`src/rtl/encoder_pkg.sv`:
```
// Types and helpers shared by the tokenizer encoder and its embedding stage.
package encoder_pkg;

  typedef enum logic [2:0] {
    IDLE,
    TOK_RD,
    TOK_CAP,
    EMB_RD,
    EMB_CAP,
    SEND,
    DONE
  } emb_state_t;

  // Embedding ROM address is {token id, element index}.
  function automatic int unsigned emb_addr_width(input int unsigned addr_width,
                                                 input int unsigned emb_dim);
    return addr_width + $clog2(emb_dim);
  endfunction

  localparam int unsigned DEF_EMB_ADDR_WIDTH = emb_addr_width(4, 4);

endpackage

```
`src/rtl/token_embedder.sv`:
```
// Walks the encoder token buffer, looks each token up in the embedding ROM and
// streams the vector elements over valid/ready.
module token_embedder
  import encoder_pkg::*;
#(
  parameter int unsigned ADDR_WIDTH = 4,
  parameter int unsigned DATA_WIDTH = 8,
  parameter int unsigned EMB_DIM    = 4
) (
  input  logic                                          clk,
  input  logic                                          rst_n,
  input  logic                                          cs,
  input  logic [ADDR_WIDTH:0]                           n_tok,
  output logic [ADDR_WIDTH-1:0]                         tok_addr,
  input  logic [ADDR_WIDTH-1:0]                         tok_data,
  output logic [emb_addr_width(ADDR_WIDTH, EMB_DIM)-1:0] emb_addr,
  input  logic [DATA_WIDTH-1:0]                         emb_data,
  output logic                                          out_valid,
  input  logic                                          out_ready,
  output logic [DATA_WIDTH-1:0]                         out_data,
  output logic                                          out_last,
  output logic                                          out_eos,
  output logic                                          busy,
  output logic                                          done
);

  localparam int unsigned DIM_WIDTH = $clog2(EMB_DIM);
  localparam int unsigned IDX_WIDTH = ADDR_WIDTH + 1;

  emb_state_t state, state_nxt;

  logic [IDX_WIDTH-1:0]  tok_idx;
  logic [IDX_WIDTH-1:0]  n_reg;
  logic [DIM_WIDTH-1:0]  dim;
  logic [ADDR_WIDTH-1:0] tok_reg;

  logic dim_last, tok_last;
  logic start, cap_tok, load_out, adv_dim, adv_tok, clr_valid;
  logic busy_nxt, done_nxt;

  assign dim_last = (dim == DIM_WIDTH'(EMB_DIM - 1));
  assign tok_last = (tok_idx == n_reg - IDX_WIDTH'(1));

  assign tok_addr = tok_idx[ADDR_WIDTH-1:0];
  assign emb_addr = {tok_reg, dim};

  // State register.
  always_ff @(posedge clk or negedge rst_n) begin
    if (!rst_n) state <= IDLE;
    else        state <= state_nxt;
  end

  // Next-state logic.
  always_comb begin
    state_nxt = state;
    unique case (state)
      IDLE:    if (cs) state_nxt = (n_tok != '0) ? TOK_RD : DONE;
      TOK_RD:  state_nxt = TOK_CAP;
      TOK_CAP: state_nxt = EMB_RD;
      EMB_RD:  state_nxt = EMB_CAP;
      EMB_CAP: state_nxt = SEND;
      SEND: begin
        if (out_ready) begin
          if (!dim_last)      state_nxt = EMB_RD;
          else if (!tok_last) state_nxt = TOK_RD;
          else                state_nxt = DONE;
        end
      end
      DONE:    if (!cs) state_nxt = IDLE;
      default: state_nxt = IDLE;
    endcase
  end

  // Datapath strobes and next values of the registered status flags.
  always_comb begin
    start     = 1'b0;
    cap_tok   = 1'b0;
    load_out  = 1'b0;
    adv_dim   = 1'b0;
    adv_tok   = 1'b0;
    clr_valid = 1'b0;
    unique case (state)
      IDLE:    start    = cs && (n_tok != '0);
      TOK_CAP: cap_tok  = 1'b1;
      EMB_CAP: load_out = 1'b1;
      SEND: begin
        clr_valid = out_ready;
        adv_dim   = out_ready && !dim_last;
        adv_tok   = out_ready && dim_last && !tok_last;
      end
      default: ;
    endcase
    busy_nxt = (state_nxt != IDLE) && (state_nxt != DONE);
    done_nxt = (state_nxt == DONE);
  end

  // Counters, token capture and the output register.
  always_ff @(posedge clk or negedge rst_n) begin
    if (!rst_n) begin
      tok_idx   <= '0;
      n_reg     <= '0;
      dim       <= '0;
      tok_reg   <= '0;
      out_valid <= 1'b0;
      out_data  <= '0;
      out_last  <= 1'b0;
      out_eos   <= 1'b0;
      busy      <= 1'b0;
      done      <= 1'b0;
    end else begin
      busy <= busy_nxt;
      done <= done_nxt;
      if (start) begin
        n_reg   <= n_tok;
        tok_idx <= '0;
        dim     <= '0;
      end
      if (cap_tok) tok_reg <= tok_data;
      if (load_out) begin
        out_data  <= emb_data;
        out_last  <= dim_last;
        out_eos   <= dim_last && tok_last;
        out_valid <= 1'b1;
      end
      if (clr_valid) out_valid <= 1'b0;
      if (adv_dim) dim <= dim + DIM_WIDTH'(1);
      if (adv_tok) begin
        dim     <= '0;
        tok_idx <= tok_idx + IDX_WIDTH'(1);
      end
    end
  end

endmodule

```
`config.mk`:
```
export PLATFORM = sky130hd
export DESIGN_NAME = token_embedder
export DESIGN_NICKNAME = d
export VERILOG_FILES = /design/src/rtl/encoder_pkg.sv /design/src/rtl/token_embedder.sv
export SDC_FILE = /design/constraint.sdc
export NUM_CORES = 1
export LEC_CHECK = 0
export CORE_UTILIZATION = 30
export CTS_BUF_LIST = sky130_fd_sc_hd__clkbuf_2 sky130_fd_sc_hd__clkbuf_4 sky130_fd_sc_hd__clkbuf_8
export CTS_CLUSTER_SIZE = 16
export DETAILED_ROUTE_END_ITERATION = 10
export PLACE_DENSITY = 0.59
export SLEW_MARGIN = 20
export SYNTH_ARGS = -nofsm -noshare
export SYNTH_HDL_FRONTEND = slang
export SYNTH_SLANG_ARGS = --single-unit
```
`constraint.sdc`:
```
create_clock -name clk -period 2.5 [get_ports clk]
set_clock_uncertainty 0.05 [all_clocks]
set_input_delay 0.5 -clock clk [delete_from_list [all_inputs] [get_ports clk]]
set_output_delay 0.5 -clock clk [all_outputs]
set_load 0.05 [all_outputs]
```
==> flow_summary.ini, run 1 <==
[outcome]
status = finished clean

[synth]
syn_avg_cell_area_um2 = 11.9
netlist.area_leader.share_pct = 48.3
synth_compound_area_share_pct = 14.2
synth_area_um2 = 1660
post_synth_main_area_contributors = dfrtp_1, mux2_2, buf_4
ys_seq_elements = 32
postSynthCellCount = 139
synth.largest_area_cell = dfrtp_1
syn-num-nets = 163
synth_edf_count = 0
synth_flop_cell = dfrtp_1
yosys_warnings = 0
synth_top_family_by_area = compound AO/OA/AOI/OAI gates
synth-adder-area-share_pct = 2.26
synthSimpleGateAreaFrac_pct = 12.0
synth_xor_area_share_pct = 4.15
yosysUniqueCellTypes = 45
synth_mux_area_share_pct = 14.1
synth-seq-area-share_pct = 48.3
ys_async_sr_fraction_pct = 100

[global_routing]
grt_max_degree = 33
grtUsageMet3_pct = 5.39
grt_overflow_total = 0
use_met2_pct = 21.8
grt_pass1_vias = 1285
antenna_found_initial = 0
grt_usage_pct = 12.8
gr-max-usage-layer = met2
grt_pass1_wl_um = 5930
met1_usage_pct = 15.0

[critical_path]
worstSetupEndpointType = register
rr_worst_depth = 7
crit_path_cell_trace = inv_1, ha_1, xor2_1, o211ai_2, a211oi_4, nor2_2, a221o_1
crit_buf_inv = 1
path_delay_family = compound AO/OA/AOI/OAI gates
cpPeakStageDelay_ns = 0.44
crit_arrival_ns = 2.33
cp_max_fo = 7
cpMaxStageDelayCell = a211oi_4
critPathKind = reg -> reg
startpoint_type = register
cp_num_cells = 7
required_ns = 2.61

[floorplanning]
rows = 26
die-area_um2 = 5830
die_w_um = 76.3
core_um2 = 5200
die_y_um = 76.3
io_pins = 44
start_util_pct = 31.9

[cts]
clkLatencyLatePin_ns = 0.28
post_cts_buffers = 0
root_buffer = clkbuf_8
ctsHoldBuffers = 0
cts_resized = 0
cts_sinks = 32
max-clock-path-buffers = 2
htree_levels = 2
cts_inserted_buffers = 5
cts_tree = done
clk_pin_slew_ns = 0.06

[detailed_routing]
vias = 1227
drc = 0
antenna_left = 0
postRouteWirelength_um = 3370
drtIter0Drc = 36
vias_per_cell = 4.87
detail_route.first_pass.iterations = 4
wl_per_cell_um = 13.4

[timing]
worst_pin_slew_ns = 0.594
fmax_mhz = 449
drv_slew = 0
finalHoldViolCount = 0
timing.hold.ws_ns = 0.438
setup-tns-final_ns = 0
setup_violations = 0
slew_headroom_pct = 60.1
rsz0062_at_grt = false
fin_crit_sh_pct = 89.0
period_minus_slack_ns = 2.22

[power_and_ir_drop]
power_leakage_uw = 0.000909
powerDensity_nw_per_um2 = 1300
ir_drop_mv = 0.784

[finish]
drive_gt1_share_pct = 21.4
largest_reg_flops = 8
n_antenna_cell = 0
final_cell_mix = clkdlybuf4s50_1, dfrtp_1, mux2_2
final_cells = 252
synthToLayoutAreaGrowth_pct = 33.0
nets = 206
final_common_cell = clkdlybuf4s50_1

[place]
gp_congestion = 0.805
place_hpwl_um = 2550
placed_cells = 245
io_buffers = 43

[min_path]
holdPathStages = 2
hp-class = reg -> reg

[flow_run]
maxCapViolations = 0
logic make-up after synthesis:
family | Yosys count
fa+ha+maj | 3
mux | 21
xor+xnor | 7
compound gates | 26
buf+inv | 14
flops | 32
simple gates | 36
final timing paths:
path	start	end	slack, ns
worst max-delay path	n_reg[0]	tok_idx[2]	0.28
worst min-delay path	out_valid	out_valid	0.44
worst max register to register	n_reg[0]	tok_idx[2]	0.28
worst min register to register	out_valid	out_valid	0.44
max in group asynchronous	rst_n	done	1.52
min in group asynchronous	rst_n	n_reg[3]	0.57
where the power goes:
part	total [uW]	leakage (uW)	internal [uW]	switching, uW
clock	374	0.0000445	200	175
sequential	906	0.000395	728	177
combinational	1580	0.000469	641	936
total	2860	0.000909	1570	1290
layout make-up:
type | instances | area, um^2
multi-input combinational | 93 | 774
sequential | 32 | 801
tap | 70 | 87.6
clock inverter | 1 | 5.00
timing repair buffer | 44 | 438
clock buffer | 6 | 76.3
inverter | 6 | 22.5
fill | 509 | 3000
through the flow:
step | total power (uW) | utilization, % | setup WS [ns] | area [um^2]
2_1_floorplan | 2050 | - | 0.560 | 1660
3_3_place_gp | 2470 | 40.8 | 0.128 | 2120
3_5_place_dp | 2500 | 40.8 | 0.0921 | 2120
6_report | 2860 | 42.4 | 0.275 | 2200
5_1_grt | 3050 | 42.4 | 0.140 | 2200
4_1_cts | 2890 | 42.4 | 0.251 | 2200
synthesized netlist by cell type (2+ instances only):
cell type / instances
nand2_1: 12
buf_4: 6
mux2i_1: 2
a31oi_2: 2
nor3_1: 2
mux2_2: 19
o21ai_0: 4
ha_1: 3
nor2b_1: 3
dfrtp_1: 32
o31ai_2: 2
xor2_1: 2
a221o_1: 2
inv_1: 6
and2_1: 2
and3_1: 2
xnor2_1: 4
a211oi_1: 2
nor2_1: 3
nand3_1: 3
a21oi_1: 2
worst reg2reg max path, stage by stage (launching register included):
cell	delay, ns
dfrtp_1	0.41
inv_1	0.07
ha_1	0.30
xor2_1	0.20
o211ai_2	0.15
a211oi_4	0.44
nor2_2	0.15
a221o_1	0.35
routing by layer:
layer | share of wire [%] | routed length (um)
met5 | 0 | 0
met3 | 7.9 | 267
met1 | 43 | 1450
met2 | 48 | 1630
met4 | 0.53 | 18
Power figures use the tool's default switching activity.
==> run 2: changes to the inputs <==
==> constraint.sdc (replaced) <==
create_clock -name clk -period 2.4 [get_ports clk]
set_clock_uncertainty 0.05 [all_clocks]
set_input_delay 0.48 -clock clk [delete_from_list [all_inputs] [get_ports clk]]
set_output_delay 0.48 -clock clk [all_outputs]
set_load 0.05 [all_outputs]
==> flow_summary.ini, run 2 (same netlist as run 1, synthesis figures left out) <==
[floorplanning]
core_um2 = 5200
start_util_pct = 31.9
io_pins = 44
rows = 26
die-area_um2 = 5830
die_y_um = 76.3
die_w_um = 76.3

[timing]
timing.hold.ws_ns = 0.442
rsz0062_at_grt = false
drv_slew = 0
setup_violations = 0
fin_crit_sh_pct = 91.2
fin_ws_ns = 0.211
period_minus_slack_ns = 2.19
finalHoldViolCount = 0
fmax_mhz = 457
slew_headroom_pct = 61.9
setup-tns-final_ns = 0
worst_pin_slew_ns = 0.568

[cts]
cts_inserted_buffers = 5
root_buffer = clkbuf_8
clk_pin_slew_ns = 0.07
clkLatencyLatePin_ns = 0.28
max-clock-path-buffers = 2
post_cts_buffers = 0
ctsHoldBuffers = 0
cts_tree = done
cts_resized = 0
cts_sinks = 32
htree_levels = 2

[global_routing]
grt_max_degree = 33
antenna_found_initial = 0
grt_usage_pct = 13.9
grt_pass1_wl_um = 6420
grt_pass1_vias = 1407
grt_overflow_total = 0

[finish]
drive_gt1_share_pct = 22.3
nets = 207
final_cell_mix = clkdlybuf4s50_1, dfrtp_1, mux2_2
final_cells = 254
final_common_cell = clkdlybuf4s50_1
fillCellCount = 498
synthToLayoutAreaGrowth_pct = 36.2
largest_reg_flops = 8
n_antenna_cell = 0
utilization_pct = 43.4

[critical_path]
crit_buf_inv = 1
cp_max_fo = 10
crit_arrival_ns = 1.66
critPathKind = reg -> out
cpPeakStageDelay_ns = 0.86
required_ns = 1.87
cpMaxStageDelayCell = clkdlybuf4s50_1
path_delay_family = buffers and inverters
crit_path_cell_trace = clkdlybuf4s50_1
worstSetupEndpointType = output port
startpoint_type = register

[detailed_routing]
detail_route.first_pass.iterations = 4
vias_per_cell = 4.96
postRouteWirelength_um = 3560
vias = 1260
antenna_left = 0
drc = 0
drtIter0Drc = 45
wl_per_cell_um = 14.0

[power_and_ir_drop]
power_switching_share_pct = 43.1
share_comb_of_total_power_pct = 52.3
p_int_uw = 1800
powerDensity_nw_per_um2 = 1400
seqPwrFrac_pct = 29.9
power.switching_uw = 1360
ir_drop_mv = 0.818
power_leakage_uw = 0.000934
clkPwrFrac_pct = 17.8

[place]
gp_congestion = 0.809
dp_slack_ns = 0.00623
placed_cells = 246
io_buffers = 43
place_hpwl_um = 2710

[flow_run]
maxCapViolations = 0

[outcome]
status = finished clean

[min_path]
hp-class = reg -> reg
-- run 2: worst paths after layout --
kind                                  from          end  slack (ns)  depth (start not counted)
worst max-delay path            tok_idx[2]  tok_addr[2]        0.21                          1
worst min-delay path               out_eos      out_eos        0.44                          2
worst min register to register     out_eos      out_eos        0.44                          2
min in group asynchronous            rst_n     n_reg[1]        0.56                          2
max in group asynchronous            rst_n  out_data[5]        1.45                          2
worst max register to register    n_reg[0]   tok_idx[4]        0.24                          7
-- run 2: cell type report --
class                           instances  area [um^2]  share of cell area, %
Multi-Input combinational cell         93          774                   34.3
Timing Repair Buffer                   45          445                   19.7
Tap cell                               70         87.6                   3.88
Sequential cell                        32          801                   35.5
Clock buffer                            7         96.3                   4.27
Inverter                                6         22.5                  0.998
Clock inverter                          1         30.0                   1.33
-- run 2: metal layers --
layer	vias to the layer above	track usage, %	wire length [um]
li1	588	-	-
met1	617	15.8	1540
met2	47	23.4	1680
met3	8	5.99	280
met4	0	4.62	57
met5	-	0	0
-- run 2: stage by stage --
stage | instance area [um^2] | power (uW)
2_1_floorplan | 1660 | 2130
3_3_place_gp | 2130 | 2570
3_5_place_dp | 2130 | 2610
4_1_cts | 2260 | 3200
5_1_grt | 2260 | 3360
6_report | 2260 | 3160
-- run 2: power by group through the flow --
stage / Combinational (uW) / Sequential [uW] / Clock [uW]
after floorplan: 725 / 1410 / 0
after global placement: 1620 / 943 / 0
after detailed placement: 1660 / 954 / 0
after CTS: 1670 / 947 / 581
after global routing: 1770 / 987 / 608
final: 1650 / 944 / 563
==> run 3: changes to the inputs <==
--- a/config.mk
+++ b/config.mk
@@ -5,11 +5,13 @@
 export SDC_FILE = /design/constraint.sdc
 export NUM_CORES = 1
 export LEC_CHECK = 0
+export ABC_AREA = 0
 export CORE_UTILIZATION = 30
 export CTS_BUF_LIST = sky130_fd_sc_hd__clkbuf_2 sky130_fd_sc_hd__clkbuf_4 sky130_fd_sc_hd__clkbuf_8
 export CTS_CLUSTER_SIZE = 16
 export DETAILED_ROUTE_END_ITERATION = 10
 export PLACE_DENSITY = 0.59
+export SKIP_LAST_GASP = 1
 export SLEW_MARGIN = 20
 export SYNTH_ARGS = -nofsm -noshare
 export SYNTH_HDL_FRONTEND = slang
==> results of run 3 <==
Final layout, timing and power as in run 2 (identical DEF).
